## src/rtl/mux2_stream_arbiter_if.sv

```systemverilog
// Handshake bundle for the two-source packet arbiter: two valid/ready sources,
// the mux select and the registered output beat.
interface mux2_stream_arbiter_if #(
  parameter int unsigned DATA_W = 8
);
  logic              a0_valid;
  logic [DATA_W-1:0] a0_data;
  logic              a0_last;
  logic              a0_ready;
  logic              a1_valid;
  logic [DATA_W-1:0] a1_data;
  logic              a1_last;
  logic              a1_ready;
  logic              sel;
  logic              out_valid;
  logic [DATA_W-1:0] out_data;
  logic              out_last;
  logic              out_ready;

  // Arbiter side.
  modport slave (
    input  a0_valid, a0_data, a0_last,
    input  a1_valid, a1_data, a1_last,
    input  out_ready,
    output a0_ready, a1_ready, sel,
    output out_valid, out_data, out_last
  );

  // Source/sink side.
  modport master (
    output a0_valid, a0_data, a0_last,
    output a1_valid, a1_data, a1_last,
    output out_ready,
    input  a0_ready, a1_ready, sel,
    input  out_valid, out_data, out_last
  );
endinterface

```

## src/rtl/mux2_stream_arbiter.sv

```systemverilog
// Packet-aware round-robin arbiter for two valid/ready sources. Drives the 2:1 mux select
// and registers the granted beat; a grant is held until the packet's last beat.
module mux2_stream_arbiter #(
  parameter int unsigned DATA_W  = 8,
  parameter int unsigned MAX_PKT = 16
) (
  input logic                 clk,
  input logic                 rst_n,
  mux2_stream_arbiter_if.slave bus
);

  localparam int unsigned CntW = $clog2(MAX_PKT);

  typedef enum logic [1:0] {StIdle, StLock0, StLock1} state_e;

  state_e            state_q, state_d;
  logic              prio_q, prio_d;
  logic [CntW-1:0]   cnt_q, cnt_d;
  logic              out_valid_q, out_valid_d;
  logic [DATA_W-1:0] out_data_q, out_data_d;
  logic              out_last_q, out_last_d;

  logic load_en;
  logic sel_c;
  logic a0_rdy, a1_rdy;
  logic accept;
  logic beat_last;

  assign load_en = !out_valid_q || bus.out_ready;

  always_comb begin
    state_d     = state_q;
    prio_d      = prio_q;
    cnt_d       = cnt_q;
    out_valid_d = out_valid_q;
    out_data_d  = out_data_q;
    out_last_d  = out_last_q;
    sel_c       = prio_q;
    a0_rdy      = 1'b0;
    a1_rdy      = 1'b0;

    unique case (state_q)
      StIdle: begin
        // One arbitration cycle: the grant is taken on the edge, beats flow from the next cycle.
        sel_c = prio_q;
        cnt_d = '0;
        if (bus.a0_valid && bus.a1_valid) begin
          state_d = prio_q ? StLock1 : StLock0;
        end else if (bus.a0_valid) begin
          state_d = StLock0;
        end else if (bus.a1_valid) begin
          state_d = StLock1;
        end
      end
      StLock0: begin
        sel_c  = 1'b0;
        a0_rdy = load_en;
      end
      StLock1: begin
        sel_c  = 1'b1;
        a1_rdy = load_en;
      end
      default: state_d = StIdle;
    endcase

    accept    = (a0_rdy && bus.a0_valid) || (a1_rdy && bus.a1_valid);
    // Saturated lock counter forces a release so one source cannot starve the other.
    beat_last = (sel_c ? bus.a1_last : bus.a0_last) || (cnt_q == CntW'(MAX_PKT - 1));

    if (accept) begin
      out_valid_d = 1'b1;
      out_data_d  = sel_c ? bus.a1_data : bus.a0_data;
      out_last_d  = beat_last;
      if (beat_last) begin
        state_d = StIdle;
        prio_d  = ~sel_c;
        cnt_d   = '0;
      end else begin
        cnt_d = cnt_q + 1'b1;
      end
    end else if (bus.out_ready) begin
      out_valid_d = 1'b0;
    end
  end

  always_ff @(posedge clk or negedge rst_n) begin
    if (!rst_n) begin
      state_q     <= StIdle;
      prio_q      <= 1'b0;
      cnt_q       <= '0;
      out_valid_q <= 1'b0;
      out_data_q  <= '0;
      out_last_q  <= 1'b0;
    end else begin
      state_q     <= state_d;
      prio_q      <= prio_d;
      cnt_q       <= cnt_d;
      out_valid_q <= out_valid_d;
      out_data_q  <= out_data_d;
      out_last_q  <= out_last_d;
    end
  end

  assign bus.sel       = sel_c;
  assign bus.a0_ready  = a0_rdy;
  assign bus.a1_ready  = a1_rdy;
  assign bus.out_valid = out_valid_q;
  assign bus.out_data  = out_data_q;
  assign bus.out_last  = out_last_q;

endmodule

```

## src/flat_wrapper.sv

```systemverilog
// flat-port wrapper written by rule: the top's interface ports become plain ports
module mux2_stream_arbiter_flat 
#(
  parameter int unsigned DATA_W  = 8,
  parameter int unsigned MAX_PKT = 16
)
  (clk, rst_n, bus_a0_valid, bus_a0_data, bus_a0_last, bus_a1_valid, bus_a1_data, bus_a1_last, bus_out_ready, bus_a0_ready, bus_a1_ready, bus_sel, bus_out_valid, bus_out_data, bus_out_last);
  mux2_stream_arbiter_if #(.DATA_W(DATA_W)) bus_i ();
  input logic clk;
  input logic rst_n;
  input wire logic [$bits(bus_i.a0_valid)-1:0] bus_a0_valid;
  input wire logic [$bits(bus_i.a0_data)-1:0] bus_a0_data;
  input wire logic [$bits(bus_i.a0_last)-1:0] bus_a0_last;
  input wire logic [$bits(bus_i.a1_valid)-1:0] bus_a1_valid;
  input wire logic [$bits(bus_i.a1_data)-1:0] bus_a1_data;
  input wire logic [$bits(bus_i.a1_last)-1:0] bus_a1_last;
  input wire logic [$bits(bus_i.out_ready)-1:0] bus_out_ready;
  output wire logic [$bits(bus_i.a0_ready)-1:0] bus_a0_ready;
  output wire logic [$bits(bus_i.a1_ready)-1:0] bus_a1_ready;
  output wire logic [$bits(bus_i.sel)-1:0] bus_sel;
  output wire logic [$bits(bus_i.out_valid)-1:0] bus_out_valid;
  output wire logic [$bits(bus_i.out_data)-1:0] bus_out_data;
  output wire logic [$bits(bus_i.out_last)-1:0] bus_out_last;
  assign bus_i.a0_valid = bus_a0_valid;
  assign bus_i.a0_data = bus_a0_data;
  assign bus_i.a0_last = bus_a0_last;
  assign bus_i.a1_valid = bus_a1_valid;
  assign bus_i.a1_data = bus_a1_data;
  assign bus_i.a1_last = bus_a1_last;
  assign bus_i.out_ready = bus_out_ready;
  assign bus_a0_ready = bus_i.a0_ready;
  assign bus_a1_ready = bus_i.a1_ready;
  assign bus_sel = bus_i.sel;
  assign bus_out_valid = bus_i.out_valid;
  assign bus_out_data = bus_i.out_data;
  assign bus_out_last = bus_i.out_last;
  mux2_stream_arbiter #(.DATA_W(DATA_W), .MAX_PKT(MAX_PKT)) u_core (.clk(clk), .rst_n(rst_n), .bus(bus_i));
endmodule
```

## config.mk

```make
export PLATFORM = sky130hd
export DESIGN_NAME = mux2_stream_arbiter_flat
export DESIGN_NICKNAME = d
export VERILOG_FILES = /design/src/rtl/mux2_stream_arbiter_if.sv /design/src/rtl/mux2_stream_arbiter.sv /design/src/flat_wrapper.sv
export SDC_FILE = /design/constraint.sdc
export NUM_CORES = 1
export LEC_CHECK = 0
export ABC_AREA = 1
export ABC_CLOCK_PERIOD_IN_PS = 1600
export CAP_MARGIN = 15
export CORE_MARGIN = 10
export CORE_UTILIZATION = 45
export DETAILED_ROUTE_END_ITERATION = 7
export GPL_TIMING_DRIVEN = 0
export HOLD_SLACK_MARGIN = 0.06
export PLACE_DENSITY = 0.77
export SLEW_MARGIN = 25
export SYNTH_ARGS = -nofsm -noshare
export SYNTH_HDL_FRONTEND = slang
export SYNTH_SLANG_ARGS = --single-unit
export TNS_END_PERCENT = 5
```

## constraint.sdc

```tcl
create_clock -name clk -period 1.6 [get_ports clk]
set_input_delay 0.4 -clock clk [delete_from_list [all_inputs] [get_ports clk]]
set_output_delay 0.4 -clock clk [all_outputs]
set_load 0.02 [all_outputs]
```

==> impl_metrics.csv <==
group,metric,value,unit
cts,clk_pin_slew,0.10,ns
detailed_routing,drtIter0Drc,44,
critical_path,critical_path_arrival,1.40,ns
power_and_ir_drop,peakVddDrop,1.36,mV
yosys,netlist_instances,136,
finish,nNetsFinal,208,
critical_path,path_delay_family,"flip-flops",
cts,cts.sinks,17,
yosys,synth_area,1060,um2
yosys,ys_ff_latch,17,
timing,finalSetupViolCount,3,
finish,area_delta_synth_final,43.1,%
critical_path,cpMostUsedCell,"inv_2",
run_status,status,"complete, but fails checks",
floorplan,die_w,68.5,um
floorplan,placement_rows,17,
critical_path,critPathMaxStageDelay,0.41,ns
global_routing,grt.total_usage,13.1,%
critical_path,crit_fanout,4,
timing,rsz0062_at_grt,"yes",
yosys,async_flop_share,100,%
timing,fin_skew,0.000449,ns
detailed_routing,drc_errors,0,
cts,cts_tree,"yes",
detailed_routing,wl_per_cell,13.3,um
floorplan,die_area,4700,um2
critical_path,worstSetupEndpointType,"output pin",
critical_path,slowest_stage,"dfrtp_1",
detailed_routing,via_per_inst,4.85,
worst_hold_path,holdPathStages,2,
detailed_routing,drt-total-wl,2760,um
run_status,violations,"negative setup slack",
global_routing,grt_pass1_vias,1073,
finish,register_area,425,um2
critical_path,start_kind,"flip-flop",
critical_path,r2r_setup_slack,0.06,ns
placement,post-place-ws,-0.546,ns
worst_hold_path,min_to,"u_core.bus.out_data[7]",
yosys,synthTopCellsByCount,"64 x nand2_1, 17 x dfrtp_1, 7 x inv_1, 7 x nand3_1, 6 x inv_2",
critical_path,critical_path_class,"flip-flop to output pin",
yosys,synth_cell_type_count,21,
yosys,synthesis.nets,163,
yosys,avgSynthCellArea,7.79,um2
timing,tightest_slew,0.791,ns
detailed_routing,via_count,1009,
critical_path,worst_r2r_path_depth,11,
critical_path,regToRegStartpoint,"u_core.state_q[0]",
timing,hold_viol_final,0,
floorplan,core-area,2230,um2
detailed_routing,firstDrtPassIters,4,
yosys,synthTopCellsByArea,"dfrtp_1 40%, nand2_1 23%, nand2_4 5.3%, ha_1 4.7%, nand3_1 3.3%",
yosys,yosysSeqAreaShare,40.1,%
placement,numPortBuffers,35,
timing,finalCriticalPeriod,1.80,ns
critical_path,r2r_end,"u_core.bus.out_data[5]",
timing,fin_ws,-0.200,ns
worst_hold_path,hold_class,"flip-flop to flip-flop",
critical_path,crit_buf_inv,3,
yosys,synth_top_cell_area_share,40.1,%
finish,multi_input_comb_area,564,um2
placement,finalWeightedCongestion,0.757,
timing,fin_crit_sh,112,%
placement,dp_hpwl,2160,um
cts,cts_buffer_depth,2,
timing,finalMaxSlewViolations,0,
floorplan,die_height,68.5,um
finish,diodes,0,
finish,n_fill_cell,196,
timing,max_clock_freq,556,MHz
global_routing,gr-total-overflow,0,
global_routing,antenna_found_initial,0,
global_routing,grt_pass1_wl,4750,um
flow_run,drv_cap,0,
cts,htreeDepth,1,
yosys,yosysTopAreaCell,"dfrtp_1",
critical_path,crit_required,1.20,ns
critical_path,crit_start,"u_core.state_q[0]",
cts,ctsRootBufferMaster,"clkbuf_4",
yosys,synth_flop_cell,"dfrtp_1",
yosys,yosysMostFrequentCell,"nand2_1",
power_and_ir_drop,power-per-cell-area,1940,nW/um2
detailed_routing,ant_nets,0,
yosys,synth_edf_count,0,
power_and_ir_drop,power_leakage,0.806,nW
critical_path,worstPathCellList,"inv_2, ha_2, inv_2, a21oi_1, buf_4",
floorplan,start_util,47.5,%
floorplan,io_pins,36,
worst_hold_path,min_from,"u_core.bus.out_data[7]",
power_and_ir_drop,power,0.00294,W
cts,cts_buffers,3,
cts,clkLatencyLatePin,0.28,ns
timing,relSlewSlack,47.1,%
yosys,synth.yosys.warnings,0,
global_routing,grt_max_degree,18,
finish,drive_gt1_share,21.1,%
[where the power goes]
group	total (W)	internal [W]	switching [W]	leakage, nW
logic	0.00201	0.000853	0.00115	0.572
clock network	0.000228	0.0000968	0.000131	0.0150
registers	0.000704	0.000591	0.000113	0.219
total	0.00294	0.00154	0.00140	0.806
[layer usage]
layer | GRT usage [%] | vias to the layer above | share of wire [%]
met5 | 0 | - | 0
met2 | 23.3 | 29 | 51
met1 | 13.7 | 461 | 39
met3 | 6.28 | 4 | 9.4
met4 | 3.02 | 0 | 0.69
li1 | - | 515 | -
[layout make-up]
cell class	count	share of cell area, %
Multi-Input combinational cell	102	37.2
Sequential cell	17	28.1
Timing Repair Buffer	40	24.5
Inverter	14	3.96
Tap cell	28	2.31
Buffer	3	2.23
Clock buffer	4	1.73
[cells by family (layout without fill, tap and decap cells)]
group,Yosys count,count (layout),share of synthesized area [%]
and+or+nand+nor,90,90,41.8
buffers and inverters,17,61,8.26
AOI/OAI and AO/OA,7,7,4.25
adders and majority gates,4,4,4.72
DFF,17,17,40.1
xor gates and xnor gates,1,1,0.827
[flip-flops by register name (all words and copies together) (netlist names)]
register              count
u_core.bus.out_data       8
u_core.bus.out_last       1
u_core.prio_q             1
u_core.bus.out_valid      1
u_core.cnt_q              4
u_core.state_q            2
[worst max-delay path by stage]
stage | slack (ns) | cells after the start | end
2_1_floorplan | 0.06 | 4 | bus_a1_ready
3_3_place_gp | -0.51 | 7 | bus_sel
3_5_place_dp | -0.55 | 7 | bus_sel
4_1_cts | -0.21 | 7 | bus_sel
5_1_grt | -0.28 | 5 | bus_a1_ready
6_report | -0.20 | 5 | bus_a1_ready
[through the flow]
step | setup TNS [ns] | cell area [um2] | hold slack, ns | util (%) | instances
floorplan | 0 | 1060 | 0.104 | - | 136
global route | -0.993 | 1520 | 0.506 | 67.9 | 208
CTS | -0.555 | 1510 | 0.485 | 67.6 | 207
global placement | -1.58 | 1450 | 0.461 | 64.7 | 199
detailed placement | -1.82 | 1450 | 0.464 | 64.7 | 199
finish | -0.527 | 1520 | 0.482 | 67.9 | 208
[worst min-delay path, delay by kind of cell, from the launching register on]
kind	cells	cell delay, ns
and+or+nand+nor	2	0.10
DFF	1	0.35
[cells in the final DEF, fill, tap and decap left out, drive strengths merged]
cell and instances:
clkinv 1, nor2 6, a21boi 1, dlygate4sd2 10, buf 11, nand2 70
a21oi 1, a41oi 2, nand4 4, clkdlybuf4s50 22, o21ai 3, xor2 1
clkbuf 4, dfrtp 17, ha 4, nand3 10, inv 13
[timing repair]
| action | 4_1_cts | 5_1_grt |
|---|---|---|
| gates resized for setup | 33 | 0 |
| endpoints found under the setup margin | 13 | 12 |
| pin swaps | 2 | 2 |
| hold endpoints to repair | 0 | 0 |
| hold buffers | 0 | 0 |
| gates cloned | 0 | 0 |
| buffers inserted | 4 | 1 |
No activity file was read; power rests on OpenSTA's default activity.
